===== src/rtl/buyruk_yukleyici_pkg.sv =====
// Shared types and constants for the boot-time instruction memory loader.
package buyruk_yukleyici_pkg;
    typedef enum logic [2:0] {IDLE, RECV, WRITE, CHECK, DONE} state_t;
    localparam int BYTES_PER_WORD = 4;
    localparam int WORD_SHIFT     = 2;
endpackage


===== src/rtl/kelime_birlestirici.sv =====
// Packs accepted bytes little-endian into a 32-bit word; word_done flags the fourth byte.
module kelime_birlestirici
    import buyruk_yukleyici_pkg::*;
(
    input  logic        clk,
    input  logic        rst,
    input  logic        clr,
    input  logic        take,
    input  logic [7:0]  data,
    output logic        word_done,
    output logic [31:0] word
);
    localparam int CNT_W = $clog2(BYTES_PER_WORD);

    logic [CNT_W-1:0] cnt;
    logic [31:0]      lanes;

    assign word_done = take && (cnt == CNT_W'(BYTES_PER_WORD - 1));

    // Merge the byte being accepted so the complete word is visible on the same edge.
    always_comb begin
        word = lanes;
        word[{cnt, 3'b000} +: 8] = data;
    end

    always_ff @(posedge clk or posedge rst) begin
        if (rst) begin
            cnt   <= '0;
            lanes <= '0;
        end else if (clr) begin
            cnt   <= '0;
            lanes <= '0;
        end else if (take) begin
            lanes[{cnt, 3'b000} +: 8] <= data;
            cnt                        <= cnt + 1'b1;
        end
    end
endmodule


===== src/rtl/buyruk_yukleyici.sv =====
// Boot loader: streams bytes into instruction memory words and holds the core until done.
// Optional trailing XOR checksum byte enabled by BUYRUK_YUKLEYICI_CHECKSUM_EN.
module buyruk_yukleyici
    import buyruk_yukleyici_pkg::*;
#(
    parameter int WORD_COUNT = 16,
    parameter int IDX_W      = 4
) (
    input  logic        clk_i,
    input  logic        rst_i,
    input  logic        start_i,
    input  logic        byte_valid_i,
    input  logic [7:0]  byte_data_i,
    output logic        byte_ready_o,
    output logic        mem_we_o,
    output logic [31:0] mem_addr_o,
    output logic [31:0] mem_data_o,
    output logic        busy_o,
    output logic        done_o,
    output logic        error_o,
    output logic        cpu_hold_o
);
    state_t           state, state_n;
    logic [IDX_W-1:0] idx;
    logic             accept, recv_accept, clr, last_word, word_done, error_n;
    logic [31:0]      word;

    assign accept      = byte_valid_i && byte_ready_o;
    assign recv_accept = accept && (state == RECV);
    assign clr         = start_i && ((state == IDLE) || (state == DONE));
    assign last_word   = (idx == IDX_W'(WORD_COUNT - 1));

    kelime_birlestirici u_birlestirici (
        .clk       (clk_i),
        .rst       (rst_i),
        .clr       (clr),
        .take      (recv_accept),
        .data      (byte_data_i),
        .word_done (word_done),
        .word      (word)
    );

`ifdef BUYRUK_YUKLEYICI_CHECKSUM_EN
    logic [7:0] csum;
`endif

    always_comb begin
        state_n = state;
`ifdef BUYRUK_YUKLEYICI_CHECKSUM_EN
        error_n = error_o;
`else
        error_n = 1'b0;
`endif
        case (state)
            IDLE, DONE: if (start_i) begin
                state_n = RECV;
                error_n = 1'b0;
            end
            RECV: if (recv_accept && word_done) state_n = WRITE;
            WRITE: begin
`ifdef BUYRUK_YUKLEYICI_CHECKSUM_EN
                state_n = last_word ? CHECK : RECV;
`else
                state_n = last_word ? DONE : RECV;
`endif
            end
`ifdef BUYRUK_YUKLEYICI_CHECKSUM_EN
            CHECK: if (accept) begin
                state_n = DONE;
                error_n = (byte_data_i != csum);
            end
`endif
            default: state_n = IDLE;
        endcase
    end

    // Outputs are registered from the next state so they line up with the state register.
    always_ff @(posedge clk_i or posedge rst_i) begin
        if (rst_i) begin
            state        <= IDLE;
            idx          <= '0;
            byte_ready_o <= 1'b0;
            mem_we_o     <= 1'b0;
            mem_addr_o   <= '0;
            mem_data_o   <= '0;
            busy_o       <= 1'b0;
            done_o       <= 1'b0;
            cpu_hold_o   <= 1'b1;
        end else begin
            state        <= state_n;
            byte_ready_o <= (state_n == RECV) || (state_n == CHECK);
            mem_we_o     <= (state_n == WRITE);
            busy_o       <= (state_n == RECV) || (state_n == WRITE) || (state_n == CHECK);
            done_o       <= (state_n == DONE);
            cpu_hold_o   <= !((state_n == DONE) && !error_n);
            if (clr)
                idx <= '0;
            else if ((state == WRITE) && !last_word)
                idx <= idx + 1'b1;
            if (recv_accept && word_done) begin
                mem_addr_o <= 32'(idx) << WORD_SHIFT;
                mem_data_o <= word;
            end
        end
    end

`ifdef BUYRUK_YUKLEYICI_CHECKSUM_EN
    always_ff @(posedge clk_i or posedge rst_i) begin
        if (rst_i) begin
            error_o <= 1'b0;
            csum    <= '0;
        end else begin
            error_o <= error_n;
            if (clr)
                csum <= '0;
            else if (recv_accept)
                csum <= csum ^ byte_data_i;
        end
    end
`else
    assign error_o = 1'b0;
`endif
endmodule


===== config.mk =====
export PLATFORM = sky130hd
export DESIGN_NAME = buyruk_yukleyici
export DESIGN_NICKNAME = d
export VERILOG_FILES = /design/src/rtl/buyruk_yukleyici_pkg.sv /design/src/rtl/kelime_birlestirici.sv /design/src/rtl/buyruk_yukleyici.sv
export SDC_FILE = /design/constraint.sdc
export NUM_CORES = 1
export LEC_CHECK = 0
export BUFFER_PORTS_ARGS = -buffer_cell sky130_fd_sc_hd__buf_4
export CAP_MARGIN = 20
export CORE_ASPECT_RATIO = 1.5
export CORE_MARGIN = 5
export CORE_UTILIZATION = 55
export CTS_CLUSTER_DIAMETER = 80
export DETAILED_ROUTE_END_ITERATION = 6
export PLACE_DENSITY = 0.89
export SYNTH_ARGS = -nofsm -noshare
export SYNTH_HDL_FRONTEND = slang
export SYNTH_HIERARCHICAL = 1
export SYNTH_SLANG_ARGS = --single-unit

===== constraint.sdc =====
create_clock -name clk_i -period 3.26 [get_ports clk_i]
set_clock_uncertainty 0.2 [all_clocks]
set_input_delay 0 -clock clk_i [delete_from_list [all_inputs] [get_ports clk_i]]
set_output_delay 0 -clock clk_i [all_outputs]
set_load 0.01 [all_outputs]

# Yosys cells after proc, flatten, opt, wreduce, memory -nomap -nowiden
# Cells that the tools add are included.
# W data, S select, Z words.
# totals
regBits,82
elab_cells,52
out_inout_bits,70
inputBits,12
# classes
mux,11
addsub,3
reduce_logical,16
n_eq_ne,9
n_shift,2
# op_table
cell,n
$mux W32,2
$bwmux W32,1
$shift A8 B7 Y32 const A,1
$shiftx A8 B7 Y32,1
$eq A3 B2 Y1 const B,3
$mux W3,3
$pmux W3 S3,1
$mux W4,2
$neg A5 Y7,1
$eq A3 B1 Y1 const B,2
$eq A3 B3 Y1 const B,2
$logic_and A1 B1 Y1,6
$add A4 B1 Y4 const B,1
$eq A4 B4 Y1 const B,1
$logic_or A1 B1 Y1,4
$mux W2,2
$reduce_bool A2 Y1,2
$logic_not A3 Y1,1
$add A2 B1 Y2 const B,1
$eq A2 B2 Y1 const B,1
$logic_not A1 Y1,2
$reduce_or A2 Y1,1

# Depth between registers and ports, before layout
# depth
word_depth,9
ltp_mapped,11

# Modules after synthesis
# The synthesis kept the hierarchy.
# by_module_without_submodules
module,area_per_inst_um2,cells_per_inst,seq_area_each_um2,instances
buyruk_yukleyici,2118.3,153,1202.4,1
kelime_birlestirici,1814.2,194,850.8,1

# Worst setup path after synthesis
# OpenSTA, ideal clock, no wires.
# synth_timing
kind,reg2reg
startpoint,register state[1]
endpoint,register mem_data_o[19]
path_slack_ns,0.614
stages_incl_launch_ff,12
required_ns,2.933
t_arrival_ns,2.319
n_path_buf,4
setup_ns,0.127
path_cell_list,dfrtp_1 -> nand2b_4 -> nor3_1 -> buf_2 -> nand2_1 -> clkbuf_1 -> inv_1 -> inv_1 -> nor4_4 -> buf_6 -> buf_6 -> mux2_1
# synth_between
elab_chain_cells,4
# synth_lines
element,line,rtl
from (decl),buyruk_yukleyici.sv:23,"state_t state, state_n;"
from (signal assigned),buyruk_yukleyici.sv:90,state <= state_n;
$eq A3 B1 Y1,buyruk_yukleyici.sv:29,assign recv_accept = accept && (state == RECV);
$logic_and A1 B1 Y1,buyruk_yukleyici.sv:29,
via recv_accept,buyruk_yukleyici.sv:25,"logic accept, recv_accept, clr, last_word, word_done, error_n;"
$logic_and A1 B1 Y1,kelime_birlestirici.sv:18,assign word_done = take && (cnt == CNT_W'(BYTES_PER_WORD - 1));
via word_done,buyruk_yukleyici.sv:25,
$logic_and A1 B1 Y1,buyruk_yukleyici.sv:100,if (recv_accept && word_done) begin
to (signal assigned),buyruk_yukleyici.sv:102,mem_data_o <= word;
to (decl),buyruk_yukleyici.sv:17,"output logic [31:0] mem_data_o,"
# The timed path passes the listed nets, and every way through them passes these cells.
# A chain may end at the register's enable or synchronous reset.

# Final worst setup path
# layout_timing
startpoint,register state[1]
endpoint,register mem_data_o[1]
# Same word-level chain as after synthesis.

==> results.md <==
- HP Start: u_birlestirici/lanes[2]
- Share of cells above drive strength 1: 27.1%
- Port bufs: 52
- Remaining antenna violation count after routing: 0
- Setup CP Type: reg2reg
- Clock power share: 25.2%
- Die Y: 114 um
- Critical R2R Capture: mem_data_o[1]
- CP endpoint kind: register
- Cell Pwr Density: 689 nW/um^2
- Post-synthesis cell type count: 44
- Met2 Use GR: 35.1%
- Vias/cell: 5.74
- Critical-path maximum fanout: 24
- # diodes: 0
- Max-cap violations: 0
- Switching part of the total power: 34.0%
- Met1 Use GR: 24.3%
- CTS tree: built
- Non-Filler Instances: 495
- Postcts setup bufs: 0
- Routability cong.: 0.845
- Cell Rows: 37
- DRC: 0
- FILL cells: 499
- Async SR Flop Fraction: 100%
- Die area: 8980 sq um
- Comb pwr share: 31.9%
- Setup crit start kind: register
- Worst Hold Depth: 2
- Clk root buf: clkbuf_8
- Clock slew at reported path FFs: 0.08 ns
- Hold crit path type: reg2reg
- Crit path time final: 2.72 ns
- Post-synth EDFFs: 0
- Largest net degree at the start of global routing: 49
- Die X: 79.0 um
- Pleak: 2.31 nW
- Slew margin rel.: 59.4%
- Synthesized flop and latch total: 82
- Hold_buf cts: 11
- Synthesized instance count: 347
- TritonCTS Buffers: 9
- VDD IR-drop max: 0.346 mV
- Drt initial violations: 202
- Vias: 2,841
- RSZ-0062 raised after global routing: false
- I/O pin count: 82
- Initial antenna violation count: 0
- Reg2reg setup slack: 0.54 ns
- Post-route cell area: 4610 sq um
- Internal: 2.10 mW
- Clock Path Buffers: 2
- Post-cts resize count: 0
- Register share of total power: 42.8%
- Placed Area: 4250 sq um
- Status: completed
- GR Overflow Total: 0
- Final period util: 83.3%
- Total power: 3.18 mW
- Hold endpoint: u_birlestirici/lanes[2]
- DPL Wire Length: 6280 um
- Initial Utilization: 57.0%
- Slew Limit Fails: 0
- RR Startpoint: state[1]
- H-tree levels: 3
- Routed len/inst: 18.1 um
- Data arrival, critical path: 2.76 ns
- Fmax: 368 MHz
- Clk Latency, worst-skew pair: 0.37 ns
- Worst EP required: 3.30 ns
- Number of global-route vias before repair: 2,951
- Number of nets in the layout: 430
- Core ar.: 6900 sq um
- TNS Setup: 0 ns
- GRT busiest layer: met2
- Post-Syn Area: 3930 sq um
- Inst Count DP: 466
- Final WL: 8950 um
- Gr usage total: 21.0%
- R2R depth: 10
- Drt pass-1 iters: 5
- Sequential fraction of the synthesis area: 52.2%
- Syn-to-layout area delta: 17.2%
- Setup violators final: 0
- Global-route wire length before repair: 14,600 um
- Avg Cell Area, Syn: 11.3 sq um
- Sw power: 1.08 mW
- Dominant synthesized flop cell: dfrtp_1
- Synth warn: 6
- Met3 Use GR: 4.34%
- Final Hold Vio Count: 0
- Clock Sinks: 82
- Worst-Margin Slew: 0.609 ns
-- cells in the final DEF, fill, tap and decap left out, types with 2 or more instances in the layout --
cell / instances
nor2_1: 3
o31ai_1: 8
inv_1: 17
mux2i_1: 3
dfrtp_1: 81
clkbuf_8: 9
mux2_2: 29
buf_4: 57
dlygate4sd3_1: 12
bufinv_16: 2
nor3_1: 2
clkinv_2: 2
nand2_1: 38
nand2b_1: 8
a21oi_1: 4
nand4_1: 2
a22o_1: 24
o21ba_2: 2
clkinvlp_4: 2
ha_1: 6
conb_1: 29
o21ai_0: 33
and3_1: 2
nand3b_1: 8
o311ai_0: 2
nand3_1: 2
mux2_1: 7
nor3b_1: 3
-- routing by layer --
metal | wire length (um) | vias up | share of wire [%]
li1 | - | 1286 | -
met3 | 572 | 25 | 6.4
met5 | 0 | - | 0
met2 | 4640 | 126 | 52
met1 | 3360 | 1404 | 38
met4 | 373 | 0 | 4.2
-- Yosys cell counts (2+ instances only) --
master    count  area share, %
nand2_1      38            3.6
nor3b_1       3           0.57
ha_1          6            1.9
mux2_2       29            8.3
mux2i_1       3           0.76
o311ai_0      2           0.45
dfrtp_1      81             52
nand4_1       2           0.32
inv_1        18            1.7
mux2_1        7            2.0
nor3_1        2           0.25
o21ai_0      33            4.2
o31ai_1       8            1.5
buf_4        32            6.1
and3_1        2           0.32
o21ba_2       2           0.51
a21oi_1       4           0.51
buf_6         3           0.86
clkbuf_1      5           0.48
nand3b_1      8            1.5
nand2b_1      8            1.3
a22o_1       24            5.3
nor2_1        3           0.29
buf_2         3           0.38
nand3_1       2           0.25
-- through the flow --
stage | util [%] | setup WS (ns) | hold WS, ns
floorplan | - | 0.614 | -0.0584
global placement | 61.6 | 0.662 | -0.0628
detailed placement | 61.6 | 0.562 | -0.0603
CTS | 66.4 | 0.541 | 0.107
global route | 66.8 | 0.391 | 0.309
finish | 66.8 | 0.545 | 0.289
-- cells by family after synthesis --
| kind of cell | synth area share (%) |
|---|---|
| fa+ha+maj | 1.91 |
| flops | 52.2 |
| buf+inv | 9.77 |
| mux | 11.1 |
| xor+xnor | 0.223 |
| other cells | 0.0954 |
| compound gates | 13.1 |
| simple gates | 11.6 |
-- sequential cells by signal (all words and copies together), names as in the netlist, 2 cells and up --
register and flops:
u_birlestirici/lanes 32, u_birlestirici/cnt 2, mem_addr_o 4, idx 4
state 3, mem_data_o 32
-- power groups by stage --
stage / registers, mW / logic [mW] / clock network [mW]
floorplan: 1.40 / 0.637 / 0
global placement: 1.36 / 0.948 / 0
detailed placement: 1.38 / 0.989 / 0
CTS: 1.36 / 1.00 / 0.820
global route: 1.39 / 1.11 / 0.853
finish: 1.36 / 1.01 / 0.801
-- cell type report --
class / instances / area, sq um / share of cell area, %
multi-input combinational: 230 / 1600 / 34.7
sequential: 82 / 2050 / 44.6
inverter: 19 / 71.3 / 1.55
timing repair buffer: 70 / 568 / 12.3
clock inverter: 7 / 93.8 / 2.04
tap: 78 / 97.6 / 2.12
clock buffer: 9 / 124 / 2.69
-- critical path, cell delays in order (launching register included) --
cell	delay (ns)
dfrtp_1	0.41
nand2b_4	0.18
nor3_1	0.19
buf_4	0.21
nand2_1	0.06
buf_4	0.19
inv_1	0.07
inv_1	0.07
nor4_4	0.27
buf_4	0.36
mux2_2	0.38
-- worst max path at each step --
stage	startpoint	to	slack, ns	depth (start not counted)
final	state[1]	mem_data_o[1]	0.54	10
after global routing	state[1]	mem_data_o[1]	0.39	10
after global placement	state[1]	mem_data_o[4]	0.66	10
after floorplan	state[1]	mem_data_o[19]	0.61	11
after CTS	state[1]	mem_data_o[2]	0.54	10
after detailed placement	state[1]	mem_addr_o[3]	0.56	10
(Power assumes the default switching activity.)
